<file path="src/rtl/pipeline_ctrl_pkg.sv">
// Shared rv32i word/register types plus PC-mux and fetch-state enums used by
// the pipeline stall/flush controller.
package pipeline_ctrl_pkg;

  typedef logic [31:0] rv32i_word;
  typedef logic [4:0]  rv32i_reg;

  typedef enum logic {
    PC_PLUS4    = 1'b0,
    PC_REDIRECT = 1'b1
  } pcmux_sel_t;

  typedef enum logic {
    F_RUN  = 1'b0,
    F_PEND = 1'b1
  } fetch_state_t;

endpackage

</file>
<file path="src/rtl/pipeline_ctrl_sat_counter.sv">
// Up-counter that sticks at all-ones; cleared by the active-low synchronous reset.
module sat_counter #(
  parameter int W = 32
) (
  input  logic         clk,
  input  logic         rst,
  input  logic         inc,
  output logic [W-1:0] count
);

  always_ff @(posedge clk) begin
    if (!rst) begin
      count <= '0;
    end else if (inc && (count != '1)) begin
      count <= count + W'(1);
    end
  end

endmodule

</file>
<file path="src/rtl/pipeline_ctrl.sv">
// Stall/flush controller for the 5-stage rv32i pipeline: load-use, memory wait
// states and EX redirects, including a redirect taken while a fetch is outstanding.
module pipeline_ctrl
  import pipeline_ctrl_pkg::*;
#(
  parameter int CNT_W = 32
) (
  input  logic             clk,
  input  logic             rst,
  input  logic             imem_resp,
  input  logic             dmem_req,
  input  logic             dmem_resp,
  input  rv32i_reg         id_rs1,
  input  rv32i_reg         id_rs2,
  input  logic             id_uses_rs1,
  input  logic             id_uses_rs2,
  input  rv32i_reg         ex_rd,
  input  logic             ex_is_load,
  input  logic             ex_redirect,
  input  rv32i_word        ex_target,
  output logic             load_pc,
  output pcmux_sel_t       pc_sel,
  output rv32i_word        pc_target,
  output logic             load_if_id,
  output logic             load_id_ex,
  output logic             load_ex_mem,
  output logic             load_mem_wb,
  output logic             flush_if_id,
  output logic             flush_id_ex,
  output logic             imem_read,
  output logic [CNT_W-1:0] stall_cnt,
  output logic [CNT_W-1:0] flush_cnt
);

  logic         stall_mem;
  logic         load_use;
  fetch_state_t state_q, state_d;
  rv32i_word    tgt_q, tgt_d;
  logic         stall_inc;
  logic         flush_inc;

  assign stall_mem = dmem_req & ~dmem_resp;
  assign load_use  = ex_is_load & (ex_rd != '0) &
                     ((id_uses_rs1 & (id_rs1 == ex_rd)) |
                      (id_uses_rs2 & (id_rs2 == ex_rd)));

  always_ff @(posedge clk) begin
    if (!rst) begin
      state_q <= F_RUN;
      tgt_q   <= '0;
    end else begin
      state_q <= state_d;
      tgt_q   <= tgt_d;
    end
  end

  always_comb begin
    state_d     = state_q;
    tgt_d       = tgt_q;
    load_pc     = 1'b1;
    pc_sel      = PC_PLUS4;
    pc_target   = '0;
    load_if_id  = 1'b1;
    load_id_ex  = 1'b1;
    load_ex_mem = 1'b1;
    load_mem_wb = 1'b1;
    flush_if_id = 1'b0;
    flush_id_ex = 1'b0;
    imem_read   = 1'b1;
    stall_inc   = 1'b0;
    flush_inc   = 1'b0;

    if (!rst) begin
      load_pc     = 1'b0;
      load_if_id  = 1'b0;
      load_id_ex  = 1'b0;
      load_ex_mem = 1'b0;
      load_mem_wb = 1'b0;
      flush_if_id = 1'b1;
      flush_id_ex = 1'b1;
      imem_read   = 1'b0;
    end else if (state_q == F_PEND) begin
      // IF/ID keeps its bubble; the word fetched from the stale PC is dropped
      load_if_id  = 1'b0;
      flush_id_ex = 1'b1;
      load_id_ex  = ~stall_mem;
      load_ex_mem = ~stall_mem;
      load_mem_wb = ~stall_mem;
      load_pc     = imem_resp;
      stall_inc   = 1'b1;
      if (imem_resp) begin
        pc_sel    = PC_REDIRECT;
        pc_target = tgt_q;
        state_d   = F_RUN;
      end
    end else begin
      stall_inc = stall_mem | load_use | ~imem_resp;
      if (stall_mem) begin
        // EX is frozen, so a redirect there is simply seen again next cycle
        load_pc     = 1'b0;
        load_if_id  = 1'b0;
        load_id_ex  = 1'b0;
        load_ex_mem = 1'b0;
        load_mem_wb = 1'b0;
      end else if (ex_redirect) begin
        flush_if_id = 1'b1;
        flush_id_ex = 1'b1;
        flush_inc   = 1'b1;
        if (imem_resp) begin
          pc_sel    = PC_REDIRECT;
          pc_target = ex_target;
        end else begin
          load_pc = 1'b0;
          tgt_d   = ex_target;
          state_d = F_PEND;
        end
      end else if (load_use) begin
        load_pc     = 1'b0;
        load_if_id  = 1'b0;
        flush_id_ex = 1'b1;
      end else if (!imem_resp) begin
        load_pc     = 1'b0;
        flush_if_id = 1'b1;
      end
    end
  end

  sat_counter #(.W(CNT_W)) u_stall_cnt (
    .clk   (clk),
    .rst   (rst),
    .inc   (stall_inc),
    .count (stall_cnt)
  );

  sat_counter #(.W(CNT_W)) u_flush_cnt (
    .clk   (clk),
    .rst   (rst),
    .inc   (flush_inc),
    .count (flush_cnt)
  );

endmodule
</file>
<file path="config.mk">
export PLATFORM = sky130hd
export DESIGN_NAME = pipeline_ctrl
export DESIGN_NICKNAME = d
export VERILOG_FILES = /design/src/rtl/pipeline_ctrl_pkg.sv /design/src/rtl/pipeline_ctrl_sat_counter.sv /design/src/rtl/pipeline_ctrl.sv
export SDC_FILE = /design/constraint.sdc
export NUM_CORES = 1
export LEC_CHECK = 0
export ABC_CLOCK_PERIOD_IN_PS = 4400
export CAP_MARGIN = 20
export CORE_MARGIN = 5
export CORE_UTILIZATION = 30
export DETAILED_ROUTE_END_ITERATION = 6
export SLEW_MARGIN = 20
export SYNTH_ARGS = -nofsm -noshare
export SYNTH_HDL_FRONTEND = slang
export SYNTH_HIERARCHICAL = 1
export SYNTH_SLANG_ARGS = --single-unit
export TNS_END_PERCENT = 100
</file>
<file path="constraint.sdc">
create_clock -name clk -period 4.4 [get_ports clk]
set_input_delay 0.88 -clock clk [delete_from_list [all_inputs] [get_ports clk]]
set_output_delay 0.88 -clock clk [all_outputs]
set_load 0.005 [all_outputs]
</file>
; Word-level counts from Yosys, hierarchy flattened
; Index checks and enable logic that the tools add are counted.
[totals]
in_bits = 56
output_inout_bits = 105
word_cells = 71
reg_bits = 97
[op_classes]
bitwise_logic = 12
n_eq_ne = 4
n_reduce_logical = 4
mux = 45
n_addsub = 2
[ops]
columns = cell, n
row1 = two-way mux 32 bit, 6
row2 = adder 32 x 1 -> 32 bit (second input constant), 2
row3 = != test 32 bit (second input constant), 2
row4 = two-way mux 1 bit, 39
row5 = == test 5 bit, 2
row6 = bitwise AND 1 bit, 5
row7 = nonzero test 5 bit, 1
row8 = NOT 1 bit, 4
row9 = AND reduction 4 bit, 1
row10 = OR 1 bit, 3
row11 = logical AND 1 bit, 2

; Depth between registers and ports, before layout
; Gate-level depths: netlist of run 1.
[depth]
depth_word = 9
ltp_mapped = 10
depth_no_buf = 9

; Hierarchy
; The synthesis of run 1 kept the hierarchy.
[by_module_without_submodules]
columns = mod, cells_each, seq_area_each_um2, area_each_um2, n_inst
row1 = pipeline_ctrl, 259, 660.6, 1974.4, 1
row2 = sat_counter at u_flush_cnt, 200, 640.6, 1704.1, 1
row3 = sat_counter at u_stall_cnt, 190, 640.6, 1642.8, 1

; Worst setup path after synthesis of run 1
; No wires, ideal clock.
[synth_path]
kind = in2reg
from = in dmem_req
to = reg u_flush_cnt.count[31]
path_buffers = 0
cell_stages = 7
arrival_time_ns = 3.009
slack_ns = 1.321
setup_time_ns = 0.070
required_time_ns = 4.330
path_cell_list = nor2b_1 > nor3_1 > nand4_1 > or4_4 > or3_1 > or4_1 > a21oi_1
[synth_between]
elab_chain_cells = 5
[synth_rtl]
columns = element, line
row1 = from (decl), pipeline_ctrl.sv:11  ; input logic dmem_req,
row2 = bitwise AND 1 bit, pipeline_ctrl.sv:42  ; assign stall_mem = dmem_req & ~dmem_resp;
row3 = two-way mux 1 bit, pipeline_ctrl.sv:98  ; if (stall_mem) begin
row4 = two-way mux 1 bit, pipeline_ctrl.sv:82  ; end else if (state_q == F_PEND) begin
row5 = two-way mux 1 bit, pipeline_ctrl.sv:73  ; if (!rst) begin
row6 = via flush_inc, pipeline_ctrl.sv:40  ; logic flush_inc;
row7 = logical AND 1 bit, pipeline_ctrl_sat_counter.sv:14  ; end else if (inc && (count != '1)) begin
row8 = to (signal assigned), pipeline_ctrl_sat_counter.sv:15  ; count <= count + W'(1);
row9 = to (decl), pipeline_ctrl_sat_counter.sv:8  ; output logic [W-1:0] count
; The timed path passes the listed nets, and every way through them passes these cells.
; A chain may end at the register's enable or synchronous reset.

; Final worst setup path of run 1
[layout_path]
from = in ex_rd[2]
to = out load_if_id
[layout_between]
elab_chain_cells = 9
elab_cells_between_ends = 13
classes_between = 2 x eq/ne / 5 x mux / 5 x bitwise / 1 x reduce/logical
[layout_rtl]
columns = element, line
row1 = from (decl), pipeline_ctrl.sv:17  ; input rv32i_reg ex_rd,
row2 = "== test 5 bit, on equally long branches", "pipeline_ctrl.sv:44, pipeline_ctrl.sv:45"
row3 = "bitwise AND 1 bit, on equally long branches", "pipeline_ctrl.sv:44, pipeline_ctrl.sv:45"
row4 = OR 1 bit, pipeline_ctrl.sv:44  ; ((id_uses_rs1 & (id_rs1 == ex_rd)) |
row5 = bitwise AND 1 bit (*), pipeline_ctrl.sv:43  ; assign load_use = ex_is_load & (ex_rd != '0) &
row6 = two-way mux 1 bit (*), pipeline_ctrl.sv:117  ; end else if (load_use) begin
row7 = two-way mux 1 bit (*), pipeline_ctrl.sv:105  ; end else if (ex_redirect) begin
row8 = two-way mux 1 bit (*), pipeline_ctrl.sv:98
row9 = two-way mux 1 bit (*), pipeline_ctrl.sv:82
row10 = two-way mux 1 bit (*), pipeline_ctrl.sv:73
row11 = to (decl), pipeline_ctrl.sv:24  ; output logic load_if_id,
; Every way passes the cells marked *; elsewhere a longest branch is shown, timed or not.

==> impl_metrics.json, run 1 <==
{
  "crit_path_cell_trace": "clkdlybuf4s50_1, or4_4, o21a_1, a311oi_1, clkdlybuf4s50_1",
  "synthFlopType": "dfxtp_1",
  "stdcell_count": 1022,
  "setup_viol": 0,
  "ant_nets": 0,
  "fmax_mhz": 254,
  "syn_area_um2": 5320,
  "clk_pin_slew_ns": 0.06,
  "place.gp.congestion": 0.822,
  "seq_area_frac_synth_pct": 36.5,
  "ir_worst_vdd_mv": 0.176,
  "fp-row-count": 48,
  "die_width_um": 143,
  "worst_pin_slew_ns": 0.952,
  "layout_common_cells": "159 x clkdlybuf4s50_1, 100 x nand2_1, 96 x dfxtp_1, 56 x nor2_1, 42 x mux2i_1",
  "fin_area_um2": 7400,
  "leakagePower_nw": 2.38,
  "syn_to_final_growth_pct": 39.1,
  "max_stage_delay_ns": 0.61,
  "synth-edff-count": 0,
  "drv_cap": 0,
  "first_global_vias": 4799,
  "grt_use_total_pct": 15.7,
  "place_inst": 1006,
  "power_w": 0.00190,
  "grt_use_met2_pct": 24.8,
  "first_iter_violations": 302,
  "relSlewSlack_pct": 36.0,
  "die_area_um2": 20500,
  "dp_hpwl_um": 11800,
  "crit_path_end_kind": "primary output",
  "dpl_cell_area_um2": 7110,
  "swShare_pct": 24.2,
  "io_buffers": 160,
  "grt_first_pass_wirelength_um": 25600,
  "power_frac_seq_pct": 47.6,
  "worstSetupPathType": "input pin to primary output",
  "coreArea_um2": 17400,
  "drive_gt1_share_pct": 5.14,
  "comb_power_share_pct": 11.5,
  "layout_commonest_cell": "clkdlybuf4s50_1",
  "yosysUniqueCellTypes": 53,
  "fin_nets": 850,
  "routed_via_density": 5.19,
  "worstPathMaxFanout": 3,
  "cts_num_sinks": 97,
  "cts_setup_buffers": 0,
  "cts_tree": "built",
  "run_status": "complete, no violations",
  "grt_overflow": 0,
  "grt_max_degree": 35,
  "finalSetupTns_ns": 0,
  "hp-class": "flip-flop to flip-flop",
  "numCtsBuffers": 9,
  "fin_worst_hold_slack_ns": 0.461,
  "yosys_warnings": 6,
  "p_sw_w": 0.000460,
  "grtUsageMet1_pct": 21.0,
  "diodes": 0,
  "cts_root_buf": "clkbuf_16",
  "crit_arrival_ns": 3.06,
  "fillers": 1784,
  "cp_slowest_cell": "clkdlybuf4s50_1",
  "power_density_nw_per_um2": 257,
  "syn_area_per_cell_um2": 8.20,
  "crit_required_ns": 3.52,
  "drc": 0,
  "die_h_um": 143,
  "ctsResizeCount": 0,
  "synth-seq-cells": 97,
  "top_usage_layer": "met2",
  "finalHoldViolCount": 0,
  "insertion_delay_ns": 0.35,
  "finalMaxSlewViolations": 0,
  "rsz0062_at_grt": "no",
  "internal-power_w": 0.00144,
  "vias": 5302,
  "async_flop_share_pct": 0,
  "postCtsHoldBufs": 0,
  "grt_use_met3_pct": 4.39,
  "clock_path_buffers": 2,
  "synth_cells": 649,
  "syn_nets": 707,
  "routed_wl_um": 16500,
  "antenna_found_initial": 1,
  "setup.worst_path.start_class": "input pin",
  "wl_per_cell_um": 16.1,
  "io_pins": 161,
  "htree_levels": 3,
  "clkPwrFrac_pct": 41.0,
  "post-route-period-util_pct": 89.6,
  "drt_pre_antenna_iters": 7,
  "min_period_ns": 3.94,
  "cpMostUsedCell": "clkdlybuf4s50_1",
  "initial_utilization_pct": 30.7,
  "finClkSkew_ns": 0.00913
}
cell type report:
type | count | area [um^2] | share of cell area, %
multi-input cells | 502 | 3160 | 42.7
inverters | 10 | 37.5 | 0.507
repair buffers | 172 | 1690 | 22.8
clock buffers | 13 | 270 | 3.65
flip-flops and latches | 97 | 1940 | 26.3
well taps | 225 | 282 | 3.80
clock inverters | 3 | 23.8 | 0.321
power groups by stage:
stage	clock [W]	combinational [W]	sequential, W
floorplan	0	0.000104	0.000922
finish	0.000779	0.000218	0.000905
CTS	0.000814	0.000221	0.000905
detailed placement	0	0.000220	0.000925
global placement	0	0.000219	0.000925
global route	0.000845	0.000239	0.000906
critical path, delay by kind of cell:
kind | cells | cell delay, ns
AO/OA/AOI/OAI | 2 | 0.51
buffers and inverters | 2 | 1.10
AND/OR/NAND/NOR | 1 | 0.56
cells by family after synthesis:
kind of cell	Yosys count	synth area share (%)
xor gates and xnor gates	26	4.28
buffers and inverters	50	4.30
DFF	97	36.5
adders and majority gates	2	0.470
and+or+nand+nor	301	29.3
AOI/OAI and AO/OA	131	17.2
muxes	42	7.90
sequential cells by signal, indices dropped and copies added (netlist names):
| name | count |
|---|---|
| u_stall_cnt/count | 32 |
| u_flush_cnt/count | 32 |
| state_q | 1 |
| tgt_q | 32 |
per-layer routing:
layer | vias to the layer above | share of wire [%]
met5 | - | 0.067
met4 | 2 | 1.3
li1 | 2654 | -
met1 | 2482 | 46
met2 | 151 | 45
met3 | 13 | 7.3
path summary, 6_finish.rpt:
check,to,start,cells after the start,slack [ns]
worst max register to register,u_flush_cnt/count[30],u_flush_cnt/count[3],5,1.65
worst max-delay path,load_if_id,ex_rd[2],5,0.46
worst min register to register,tgt_q[24],tgt_q[24],2,0.46
worst min-delay path,tgt_q[24],tgt_q[24],2,0.46
synthesized netlist by cell type, drive strengths merged, types with 15 or more instances:
cell type | instances | share of area [%]
nand2 | 100 | 7.1
dfxtp | 97 | 36
nor2 | 56 | 4.0
mux2i | 42 | 7.9
a21boi | 33 | 4.7
a21oi | 32 | 3.0
nand3 | 27 | 2.7
clkbuf | 25 | 1.8
or4 | 22 | 3.3
xnor2 | 22 | 3.6
o31ai | 18 | 2.5
nand4 | 17 | 2.3
nand2b | 16 | 1.9
buf | 15 | 1.8
metrics by stage:
step	worst slack [ns]	util, %
after floorplan	1.32	-
after global placement	0.487	40.9
after detailed placement	0.451	40.9
after CTS	0.450	42.6
after global routing	0.396	42.6
final	0.459	42.6
(Power assumes the default switching activity.)
==> run 2, diff against run 1 <==
Settings changed: CELL_PAD_IN_SITES_DETAIL_PLACEMENT set to 1, CELL_PAD_IN_SITES_GLOBAL_PLACEMENT set to 1, PLACE_DENSITY_LB_ADDON set to 0.1, SKIP_CTS_REPAIR_TIMING set to 1.
==> run 2 against run 1 <==
Count of clock-buffer cells in the layout fell by 1. Clock skew decreased by 0.0011 ns. Combinational power barely moved. Sequential share of layout area down 0.19 points. Sequential power about the same. Die area unchanged. Utilization grew 0.30 points. Total power increased by 5.7%. Clock power increased by 13%.
==> impl_metrics.json, run 2 (synthesized netlist as in run 1, its figures left out) <==
{
  "relSlewSlack_pct": 32.5,
  "clk_pin_slew_ns": 0.07,
  "post-route-period-util_pct": 89.5,
  "finClkSkew_ns": 0.00804,
  "cts_num_sinks": 97,
  "crit_path_cell_trace": "clkdlybuf4s50_1, or4_4, o21a_1, a311oi_1, clkdlybuf4s50_1",
  "reg_top3": "tgt_q (32), u_flush_cnt/count (32), u_stall_cnt/count (32)",
  "finalHoldViolCount": 0,
  "fin_nets": 852,
  "min_period_ns": 3.94,
  "dp_hpwl_um": 13400,
  "cp-startpoint": "ex_rd[1]",
  "grt_overflow": 0,
  "crit_end": "load_if_id",
  "diodes": 0,
  "first_iter_violations": 165,
  "crit_arrival_ns": 3.06,
  "wl_per_cell_um": 17.5,
  "place.gp.congestion": 0.829,
  "power_density_nw_per_um2": 270,
  "drt_pre_antenna_iters": 4,
  "fp-row-count": 48,
  "fin_area_um2": 7450,
  "initial_utilization_pct": 30.7,
  "numCtsBuffers": 9,
  "fmax_mhz": 254,
  "finalSetupTns_ns": 0,
  "layout_common_cells": "159 x clkdlybuf4s50_1, 100 x nand2_1, 96 x dfxtp_1, 56 x nor2_1, 42 x mux2i_1",
  "io_buffers": 160,
  "worstPathMaxFanout": 3,
  "worstSetupPathType": "input pin to primary output",
  "cpMostUsedCell": "clkdlybuf4s50_1",
  "cts_root_buf": "clkbuf_16",
  "drive_gt1_share_pct": 5.38,
  "grt_first_pass_wirelength_um": 29200,
  "max_stage_delay_ns": 0.60,
  "r2r-end": "u_flush_cnt/count[29]",
  "insertion_delay_ns": 0.35,
  "routed_via_density": 5.29,
  "utilization_pct": 42.9,
  "first_global_vias": 5518,
  "leakagePower_nw": 2.41,
  "drv_cap": 0,
  "setup.worst_path.start_class": "input pin",
  "run_status": "complete, no violations",
  "hp-class": "flip-flop to flip-flop",
  "coreArea_um2": 17400,
  "crit_required_ns": 3.52,
  "dpl_cell_area_um2": 7120,
  "antenna_found_initial": 0,
  "cp_slowest_cell": "clkdlybuf4s50_1",
  "reg2reg_setup_slack_ns": 1.46,
  "vias": 5419,
  "cts_tree": "built",
  "layout_commonest_cell": "clkdlybuf4s50_1",
  "die_area_um2": 20500,
  "io_pins": 161,
  "syn_to_final_growth_pct": 40.0,
  "regToRegStartpoint": "state_q",
  "ant_nets": 0,
  "routed_wl_um": 17900,
  "htree_levels": 3,
  "crit_path_end_kind": "primary output",
  "drc": 0,
  "die_h_um": 143,
  "clock_path_buffers": 2,
  "worst_r2r_path_depth": 9,
  "grt_use_total_pct": 17.6,
  "grt_max_degree": 42,
  "ir_worst_vdd_mv": 0.182,
  "setup_viol": 0,
  "finalMaxSlewViolations": 0,
  "die_width_um": 143,
  "worst_pin_slew_ns": 1.00,
  "rsz0062_at_grt": "no"
}
-- run 2: layout make-up --
class	count	area (um^2)
Fill cell	1999	9900
Multi-Input combinational cell	502	3160
Sequential cell	97	1940
Timing Repair Buffer	174	1700
Tap cell	225	282
Clock buffer	12	256
Clock inverter	4	75.1
Inverter	10	37.5
-- run 2: per-layer routing --
layer / vias up / GRT usage (%) / wire length [um]
met5: - / 0 / 0
met4: 0 / 4.50 / 201
met3: 14 / 3.11 / 946
met2: 124 / 31.0 / 8710
met1: 2630 / 22.3 / 8080
li1: 2651 / - / -
-- run 2: per-stage QoR --
step | hold WS, ns | setup slack (ns) | std cells | power [W]
global route | 0.492 | 0.400 | 1024 | 0.00210
finish | 0.463 | 0.461 | 1024 | 0.00201
CTS | 0.469 | 0.462 | 1024 | 0.00205
detailed placement | 0.459 | 0.427 | 1008 | 0.00115
global placement | 0.449 | 0.475 | 1008 | 0.00114
floorplan | 0.443 | 1.32 | 649 | 0.00103
-- run 2: critical path: cells and delay by family --
kind,cells,cell delay (ns)
buffers and inverters,2,1.08
and+or+nand+nor,1,0.59
AOI/OAI and AO/OA,2,0.51
-- run 2: how the worst min path moves through the flow --
stage,start,to,slack (ns),depth (start not counted)
6_report,tgt_q[23],tgt_q[23],0.46,2
5_1_grt,tgt_q[12],tgt_q[12],0.49,2
4_1_cts,tgt_q[23],tgt_q[23],0.47,2
3_5_place_dp,tgt_q[23],tgt_q[23],0.46,2
3_3_place_gp,tgt_q[11],tgt_q[11],0.45,2
2_1_floorplan,tgt_q[12],tgt_q[12],0.44,2
-- run 2: report_power, final --
group / internal (W) / switching [W] / total [W]
registers: 0.000893 / 0.0000139 / 0.000907
logic: 0.000118 / 0.000101 / 0.000219
clock network: 0.000530 / 0.000353 / 0.000884
==> run 3, diff against run 2 <==
Settings changed: ABC_CLOCK_PERIOD_IN_PS 4400 to 5070, GPL_TIMING_DRIVEN set to 0.
Clock period 4.4 ns to 5.07 ns, I/O delays scaled along.
==> run 3 against run 2 <==
Sequential power decreased by 13%. Total power decreased by 15%. Critical path depth unchanged. Wire length increased by 5.4%. Clock power decreased by 18%. Utilization increased by 0.35 points. Combinational power decreased by 9.6%. Final area increased by 0.81%. Worst hold slack improved by 0.0031 ns. Cell count increased by 2.5%. Clock skew increased by 0.0033 ns. Register-to-register slack improved by 0.20 ns.
==> impl_metrics.json, run 3 (synthesized netlist as in run 1, its figures left out) <==
{
  "initial_utilization_pct": 30.7,
  "power_frac_seq_pct": 46.0,
  "grt_use_total_pct": 18.2,
  "first_global_vias": 5820,
  "pre_cts_slack_ns": 0.446,
  "wl_per_cell_um": 18.0,
  "die_area_um2": 20500,
  "crit_arrival_ns": 3.32,
  "leakagePower_nw": 2.44,
  "vias": 5580,
  "routed_via_density": 5.31,
  "worstSetupPathType": "input pin to primary output",
  "htree_levels": 3,
  "reg_top3": "tgt_q (32), u_flush_cnt/count (32), u_stall_cnt/count (32)",
  "fillers": 2052,
  "grt_max_degree": 16,
  "run_status": "complete, no violations",
  "clk_pin_slew_ns": 0.06,
  "cts_root_buf": "clkbuf_16",
  "fin_nets": 878,
  "finalMaxSlewViolations": 0,
  "io_buffers": 160,
  "coreArea_um2": 17400,
  "worst_slack_ns": 0.735,
  "crit_path_end_kind": "primary output",
  "power_density_nw_per_um2": 227,
  "layout_common_cells": "160 x clkdlybuf4s50_1, 100 x nand2_1, 97 x dfxtp_1, 56 x nor2_1, 42 x mux2i_1",
  "finalSetupTns_ns": 0,
  "crit_required_ns": 4.06,
  "numCtsBuffers": 9,
  "setup.worst_path.start_class": "input pin",
  "die_h_um": 143,
  "syn_to_final_growth_pct": 41.2,
  "first_iter_violations": 179,
  "grt_overflow": 0,
  "drt_pre_antenna_iters": 4,
  "rsz0062_at_grt": "no",
  "hp-class": "flip-flop to flip-flop",
  "comb_power_share_pct": 11.6,
  "io_pins": 161,
  "internal-power_w": 0.00129,
  "finClkSkew_ns": 0.0113,
  "finalHoldViolCount": 0,
  "worst_pin_slew_ns": 0.789,
  "drc": 0,
  "relSlewSlack_pct": 47.0,
  "routed_wl_um": 18900,
  "cts_num_sinks": 97,
  "drv_cap": 0,
  "dp_hpwl_um": 14500,
  "swShare_pct": 24.5,
  "drive_gt1_share_pct": 4.97,
  "worstPathMaxFanout": 14,
  "layout_commonest_cell": "clkdlybuf4s50_1",
  "cts_tree": "built",
  "clock_path_buffers": 2,
  "min_period_ns": 4.34,
  "grt_first_pass_wirelength_um": 29800,
  "fmax_mhz": 231,
  "place.gp.congestion": 0.825,
  "clkPwrFrac_pct": 42.4,
  "antenna_found_initial": 0,
  "insertion_delay_ns": 0.35,
  "fp-row-count": 48,
  "post-route-period-util_pct": 85.5,
  "fin_worst_hold_slack_ns": 0.466,
  "die_width_um": 143,
  "ir_worst_vdd_mv": 0.153,
  "diodes": 0,
  "p_sw_w": 0.000418,
  "setup_viol": 0,
  "ant_nets": 0
}
## run 3: layer usage
metal	global-route usage [%]	share of wire (%)	up-vias
li1	-	-	2704
met1	21.8	43	2714
met2	32.4	50	143
met3	4.32	6.0	19
met4	4.85	1.2	0
met5	0	0	-
## run 3: power groups by stage
stage | Clock, W | Combinational [W] | Sequential [W]
2_1_floorplan | 0 | 0.0000901 | 0.000800
6_report | 0.000725 | 0.000198 | 0.000785
3_3_place_gp | 0 | 0.000196 | 0.000802
5_1_grt | 0.000773 | 0.000217 | 0.000787
3_5_place_dp | 0 | 0.000201 | 0.000803
4_1_cts | 0.000745 | 0.000202 | 0.000785
## run 3: stage by stage
step	std cells	util, %	power, W	area (um^2)
3_3_place_gp	1034	41.5	0.000998	7200
6_report	1050	43.3	0.00171	7510
3_5_place_dp	1034	41.5	0.00100	7200
2_1_floorplan	649	-	0.000890	5320
4_1_cts	1050	43.3	0.00173	7510
5_1_grt	1050	43.3	0.00178	7510
## run 3: path summary, 6_finish.rpt
kind	start	to	slack, ns	cells past startpoint
worst max-delay path	rst	pc_target[10]	0.73	5
worst min-delay path	tgt_q[11]	tgt_q[11]	0.47	2
worst max register to register	state_q	u_flush_cnt/count[31]	1.66	8
worst min register to register	tgt_q[11]	tgt_q[11]	0.47	2
## run 3: layout make-up
type	instances	area, um^2	area share (%)
Timing Repair Buffer	160	1600	21.3
Clock buffer	12	256	3.41
Inverter	10	37.5	0.500
Buffer	40	191	2.55
Tap cell	225	282	3.75
Multi-Input combinational cell	502	3150	41.9
Clock inverter	4	51.3	0.683
Sequential cell	97	1940	25.8
## run 3: worst max-delay path: stages
cell and delay (ns):
clkdlybuf4s50_1 0.86, nand3b_1 0.37, clkbuf_1 0.33, nor2_1 0.20
clkdlybuf4s50_1 0.53
